## src/rtl/wbq_pkg.sv

```systemverilog
// Shared constants and queue-entry type for the write-back queue.
package wbq_pkg;

   localparam int REG_ADDR_W = 5;
   localparam int REG_DATA_W = 32;
   localparam logic [REG_ADDR_W-1:0] ZERO_REG = '0;

   typedef struct packed {
      logic                  valid;
      logic [REG_ADDR_W-1:0] addr;
      logic [REG_DATA_W-1:0] data;
   } wbq_entry_t;

endpackage

```

## src/rtl/wbq_lookup.sv

```systemverilog
// Bypass search: returns the youngest valid entry matching i_raddr,
// scanning backwards from the write pointer. Address 0 never hits.
module wbq_lookup
   import wbq_pkg::*;
#(
   parameter int DEPTH = 4,
   parameter int AW    = 5,
   parameter int DW    = 32
) (
   input  wbq_entry_t                 i_entries [DEPTH],
   input  logic [$clog2(DEPTH)-1:0]   i_wptr,
   input  logic [AW-1:0]              i_raddr,
   output logic                       o_hit,
   output logic [DW-1:0]              o_data
);

   localparam int PW = $clog2(DEPTH);

   logic [PW-1:0] w_idx;

   // Oldest-to-youngest walk: later matches overwrite earlier ones.
   always_comb begin
      o_hit  = 1'b0;
      o_data = '0;
      w_idx  = '0;
      for (int unsigned k = DEPTH; k >= 1; k--) begin
         w_idx = i_wptr - PW'(k);
         if (i_entries[w_idx].valid &&
             i_entries[w_idx].addr == REG_ADDR_W'(i_raddr)) begin
            o_hit  = 1'b1;
            o_data = DW'(i_entries[w_idx].data);
         end
      end
      if (REG_ADDR_W'(i_raddr) == ZERO_REG) begin
         o_hit  = 1'b0;
         o_data = '0;
      end
   end

endmodule

```

## src/rtl/wb_queue.sv

```systemverilog
// In-order write-back queue feeding the regfile write port, with two
// bypass lookup ports. Optional WBQ_COALESCE_EN merges same-register pushes.
module wb_queue
   import wbq_pkg::*;
#(
   parameter int DEPTH = 4,
   parameter int AW    = 5,
   parameter int DW    = 32
) (
   input  logic                     Clk,
   input  logic                     Reset,
   input  logic                     InValid,
   output logic                     InReady,
   input  logic [AW-1:0]            InRegister,
   input  logic [DW-1:0]            InData,
   input  logic                     WbStall,
   output logic                     RegWrite,
   output logic [AW-1:0]            WriteRegister,
   output logic [DW-1:0]            WriteData,
   input  logic [AW-1:0]            ReadRegister1,
   input  logic [AW-1:0]            ReadRegister2,
   output logic                     Hit1,
   output logic [DW-1:0]            HitData1,
   output logic                     Hit2,
   output logic [DW-1:0]            HitData2,
   output logic [$clog2(DEPTH):0]   Count
);

   localparam int PW = $clog2(DEPTH);
   localparam int CW = PW + 1;

   wbq_entry_t    r_q [DEPTH];
   logic [PW-1:0] r_wptr;
   logic [PW-1:0] r_rptr;
   logic [CW-1:0] r_count;

   logic          w_acc;
   logic          w_pop;
   logic          w_nonzero;
   logic          w_alloc;
   logic          w_coal;
   logic          w_hit1;
   logic          w_hit2;
   logic [DW-1:0] w_hd1;
   logic [DW-1:0] w_hd2;

   assign Count     = r_count;
   assign InReady   = !Reset && (r_count < CW'(DEPTH));
   assign w_pop     = !Reset && (r_count != '0) && !WbStall;
   assign RegWrite  = w_pop;
   assign w_acc     = InValid && InReady;
   assign w_nonzero = (REG_ADDR_W'(InRegister) != ZERO_REG);

   assign WriteRegister = (r_count != '0) ? AW'(r_q[r_rptr].addr) : '0;
   assign WriteData     = (r_count != '0) ? DW'(r_q[r_rptr].data) : '0;

`ifdef WBQ_COALESCE_EN
   logic [PW-1:0] w_yidx;
   assign w_yidx = r_wptr - PW'(1);
   // A head that pops this edge cannot absorb the push; it must allocate.
   assign w_coal = w_acc && w_nonzero && (r_count != '0) &&
                   r_q[w_yidx].valid &&
                   (r_q[w_yidx].addr == REG_ADDR_W'(InRegister)) &&
                   !(w_pop && (w_yidx == r_rptr));
`else
   assign w_coal = 1'b0;
`endif

   assign w_alloc = w_acc && w_nonzero && !w_coal;

   always_ff @(posedge Clk) begin
      if (Reset) begin
         for (int unsigned i = 0; i < DEPTH; i++) begin
            r_q[i] <= '0;
         end
         r_wptr  <= '0;
         r_rptr  <= '0;
         r_count <= '0;
      end else begin
         if (w_pop) begin
            r_q[r_rptr].valid <= 1'b0;
            r_rptr            <= r_rptr + PW'(1);
         end
         if (w_alloc) begin
            r_q[r_wptr].valid <= 1'b1;
            r_q[r_wptr].addr  <= REG_ADDR_W'(InRegister);
            r_q[r_wptr].data  <= REG_DATA_W'(InData);
            r_wptr            <= r_wptr + PW'(1);
         end
`ifdef WBQ_COALESCE_EN
         if (w_coal) begin
            r_q[w_yidx].data <= REG_DATA_W'(InData);
         end
`endif
         r_count <= r_count + CW'(w_alloc) - CW'(w_pop);
      end
   end

   wbq_lookup #(.DEPTH(DEPTH), .AW(AW), .DW(DW)) u_lookup1 (
      .i_entries (r_q),
      .i_wptr    (r_wptr),
      .i_raddr   (ReadRegister1),
      .o_hit     (w_hit1),
      .o_data    (w_hd1)
   );

   wbq_lookup #(.DEPTH(DEPTH), .AW(AW), .DW(DW)) u_lookup2 (
      .i_entries (r_q),
      .i_wptr    (r_wptr),
      .i_raddr   (ReadRegister2),
      .o_hit     (w_hit2),
      .o_data    (w_hd2)
   );

   assign Hit1     = !Reset && w_hit1;
   assign HitData1 = Hit1 ? w_hd1 : '0;
   assign Hit2     = !Reset && w_hit2;
   assign HitData2 = Hit2 ? w_hd2 : '0;

endmodule

```

## config.mk

```make
export PLATFORM = sky130hd
export DESIGN_NAME = wb_queue
export DESIGN_NICKNAME = d
export VERILOG_FILES = /design/src/rtl/wbq_pkg.sv /design/src/rtl/wbq_lookup.sv /design/src/rtl/wb_queue.sv
export SDC_FILE = /design/constraint.sdc
export NUM_CORES = 1
export LEC_CHECK = 0
export BUFFER_PORTS_ARGS = -buffer_cell sky130_fd_sc_hd__buf_2
export CAP_MARGIN = 20
export CORE_MARGIN = 5
export CORE_UTILIZATION = 60
export DETAILED_ROUTE_END_ITERATION = 10
export PLACE_DENSITY_LB_ADDON = 0.3
export SYNTH_ARGS = -nofsm -noshare
export SYNTH_HDL_FRONTEND = slang
export SYNTH_SLANG_ARGS = --single-unit
```

## constraint.sdc

```tcl
create_clock -name Clk -period 5.25 [get_ports Clk]
set_clock_uncertainty 0.15 [all_clocks]
set_input_delay 0.2625 -clock Clk [delete_from_list [all_inputs] [get_ports Clk]]
set_output_delay 0.2625 -clock Clk [all_outputs]
set_load 0.01 [all_outputs]
```

==> impl_metrics.toml <==
[sta]
finalCritPeriodShare = 0.940
finalMaxSlewViolations = 0
holdWs_ns = 0.159
period_needed_ns = 4.93
max_slew_margin = 0.242
fin_setup_tns_ns = 0
hold_viol = 0
rsz0062_at_grt = "false"
setup_viol = 0
max_freq_ghz = 0.203
tightestPinTransition_ns = 1.14

[setup_path]
r2r_slack_ns = 1.90
critPathRequiredTime_ns = 4.84
cp-end-kind = "output port"
critPathLaunch = "r_wptr[1]$_SDFFE_PP0P_"
timing.rr.end = "r_q[38]$_SDFFE_PP0P_"
worstPathArrival_ns = 4.52
crit-reg2reg-launch = "r_wptr[1]$_SDFFE_PP0P_"
path_class = "register to output port"
reg2reg_depth = 6
worst-path-max-fanout = 52
startpoint_type = "register"

[layout]
fin_nets = 1920
insertedDiodeCount = 0
stdcell_area_sq_mm = 0.0147
area_growth_pct = 13.4
nFillCells = 1725
final_cells = 2146
drive_gt1_frac = 0.201

[drt]
via_per_inst = 6.52
ant_nets = 0
wl_per_cell_microns = 20.7
via_count = 14000
drc = 0
drt_iter0_drc = 1724
dr.pass1.iters = 7
wl_microns = 44400

[min_path]
hold_path.startpoint = "Reset"
hold_path_end = "Count[2]$_SDFF_PP0_"
hold_class = "input pin to register"
hold_depth = 2

[synthesis]
synth_seq_cells = 159
muxShareOfSynthArea = 0.211
syn_area_sq_mm = 0.0130
synth_nets = 1850
synth_top_family_by_area = "simple AND/OR/NAND/NOR gates"
synth_fa_ha_area_frac = 0.0112
synth-xor-area-share = 0.0290
ys_types = 44
syn_avg_cell_area_sq_um = 7.27
synthSimpleGateAreaFrac = 0.241
ys_seq_area_frac = 0.245
synth-compound-area-share = 0.202
ys.warnings.count = 0
netlist_instances = 1788

[place]
dp_hpwl_microns = 26500
dpl-instance-area_sq_mm = 0.0137
numPlacedInstances = 2074
gp_congestion = 0.943
io_buffer_count = 158

[floorplan]
die-area_sq_mm = 0.0247
dieWidth_microns = 157
die_h_microns = 157
core_area_sq_mm = 0.0212
start_util = 0.614
row_count = 53
io_pins = 159

[grt]
antenna_found_initial = 0
track_usage = 0.358
grt_pass1_wl_microns = 70900
grt_max_degree = 156
grt_pass1_vias = 13600
grt_overflow = 0

[clock_tree]
h-tree-depth = 4
cts_buffer_depth = 2
cts_buffers = 17
cts.sinks = 159
path_clk_slew_ns = 0.06
cts_root_buffer = "clkbuf_16"
cts_setup_buffers = 0
cts_resized = 0
insertion_delay_ns = 0.44
cts_tree = "done"

[flow_run]
maxCapViolations = 0

[power]
p_leak_uw = 0.00500
ir_worst_vdd_mv = 0.214
power.density_mw_per_mm2 = 255

[status]
outcome = "finished clean"
==> synth_stat cells (all sizes together) <==
library cell	count	area [sq um]
or2b	1	7.51
nor3	5	25.0
mux4	59	1330
or2	3	18.8
clkbuf	131	492
nor2b	39	244
a211oi	30	225
buf	48	260
a211o	1	8.76
nand2	532	2000
a31oi	63	394
nand3	4	20.0
nor2	169	634
inv	11	41.3
dfxtp	159	3180
nand3b	2	15.0
or3	3	18.8
or4bb	1	11.3
nand2b	3	18.8
ha	10	125
fa	1	20.0
xor2	10	87.6
o211ai	37	297
o221ai	61	559
o31ai	1	7.51
mux2i	67	671
o21ai	69	345
and2	4	25.0
nand4	6	50.0
mux2	66	743
nor4	2	42.5
xnor2	33	289
a21oi	157	786
==> area by class of cell <==
| type | count | area (sq um) | share of cell area |
|---|---|---|---|
| multi-input cells | 1439 | 9060 | 0.615 |
| clock buffers | 21 | 482 | 0.0327 |
| flip-flops and latches | 159 | 3190 | 0.217 |
| inverters | 11 | 41.3 | 0.00280 |
| repair buffers | 230 | 1490 | 0.101 |
| well taps | 275 | 344 | 0.0233 |
| clock inverters | 11 | 128 | 0.00866 |
==> placed cells by master, fill, tap and decap left out, types with 3 or more instances in the layout <==
cell | netlist | final
a211oi_1 | 30 | 30
a21oi_1 | 157 | 157
a31oi_1 | 63 | 63
and2_1 | 4 | 4
buf_12 | 0 | 3
buf_2 | 22 | 157
buf_4 | 2 | 31
clkbuf_16 | 0 | 18
clkinvlp_4 | 0 | 3
dfxtp_1 | 159 | 155
dfxtp_2 | 0 | 3
dlygate4sd3_1 | 0 | 38
ha_1 | 10 | 9
inv_1 | 10 | 9
mux2_2 | 66 | 66
mux2i_1 | 67 | 66
mux4_2 | 59 | 59
nand2_1 | 532 | 532
nand2b_1 | 3 | 3
nand3_1 | 4 | 4
nand4_1 | 4 | 4
nor2_1 | 169 | 167
nor2b_1 | 39 | 39
nor3_1 | 5 | 4
o211ai_1 | 35 | 35
o21ai_0 | 67 | 67
o221ai_1 | 57 | 57
o221ai_2 | 4 | 4
xnor2_1 | 33 | 31
xor2_1 | 10 | 10
==> cell families after synthesis <==
group | after synthesis
buf+inv | 190
flops | 159
compound gates | 419
mux | 192
simple gates | 774
fa+ha+maj | 11
xor+xnor | 43
==> layer usage <==
layer / track usage / routed length (microns)
met5: 0 / 0
met4: 0.186 / 2010
met3: 0.0968 / 6040
met2: 0.552 / 19700
met1: 0.463 / 16600
==> worst max path at each step <==
| stage | slack [ns] | depth (start not counted) | end |
|---|---|---|---|
| after CTS | 0.21 | 10 | HitData1[19] |
| after floorplan | 1.04 | 18 | HitData2[21] |
| final | 0.32 | 10 | HitData2[21] |
| after global routing | 0.03 | 10 | HitData2[21] |
| after global placement | 0.88 | 10 | HitData1[31] |
| after detailed placement | 0.69 | 10 | HitData1[19] |
==> where the power goes <==
part	total, uW	internal, uW	switching, uW
sequential	1350	1260	95.1
clock	1300	757	546
combinational	1100	408	691
==> flip-flops by register name (all words and copies together) (netlist names) <==
name and count:
Count 3, r_rptr 2, r_q 152, r_wptr 2
==> worst max-delay path: stages (launching register included) <==
cell and delay [ns]:
dfxtp_2 0.67, inv_2 0.07, ha_2 0.72, buf_4 0.59
mux2i_1 0.30, or3_2 0.61, nand3_1 0.19, o21ai_2 0.14
buf_4 0.43, nor2_1 0.16, buf_2 0.18
==> per-stage QoR <==
| step | total power, uW | setup WS [ns] | util |
|---|---|---|---|
| after floorplan | 2120 | 1.04 | - |
| after global placement | 2390 | 0.877 | 0.648 |
| after detailed placement | 2420 | 0.687 | 0.648 |
| after CTS | 3730 | 0.214 | 0.694 |
| after global routing | 3890 | 0.0326 | 0.697 |
| final | 3750 | 0.317 | 0.697 |
==> repair_timing <==
| item | 4_1_cts | 5_1_grt |
|---|---|---|
| setup endpoints to repair | 0 | 0 |
| hold buffers | 38 | 0 |
| endpoints found under the hold margin | 148 | 0 |
No activity file was read; power rests on OpenSTA's default activity.
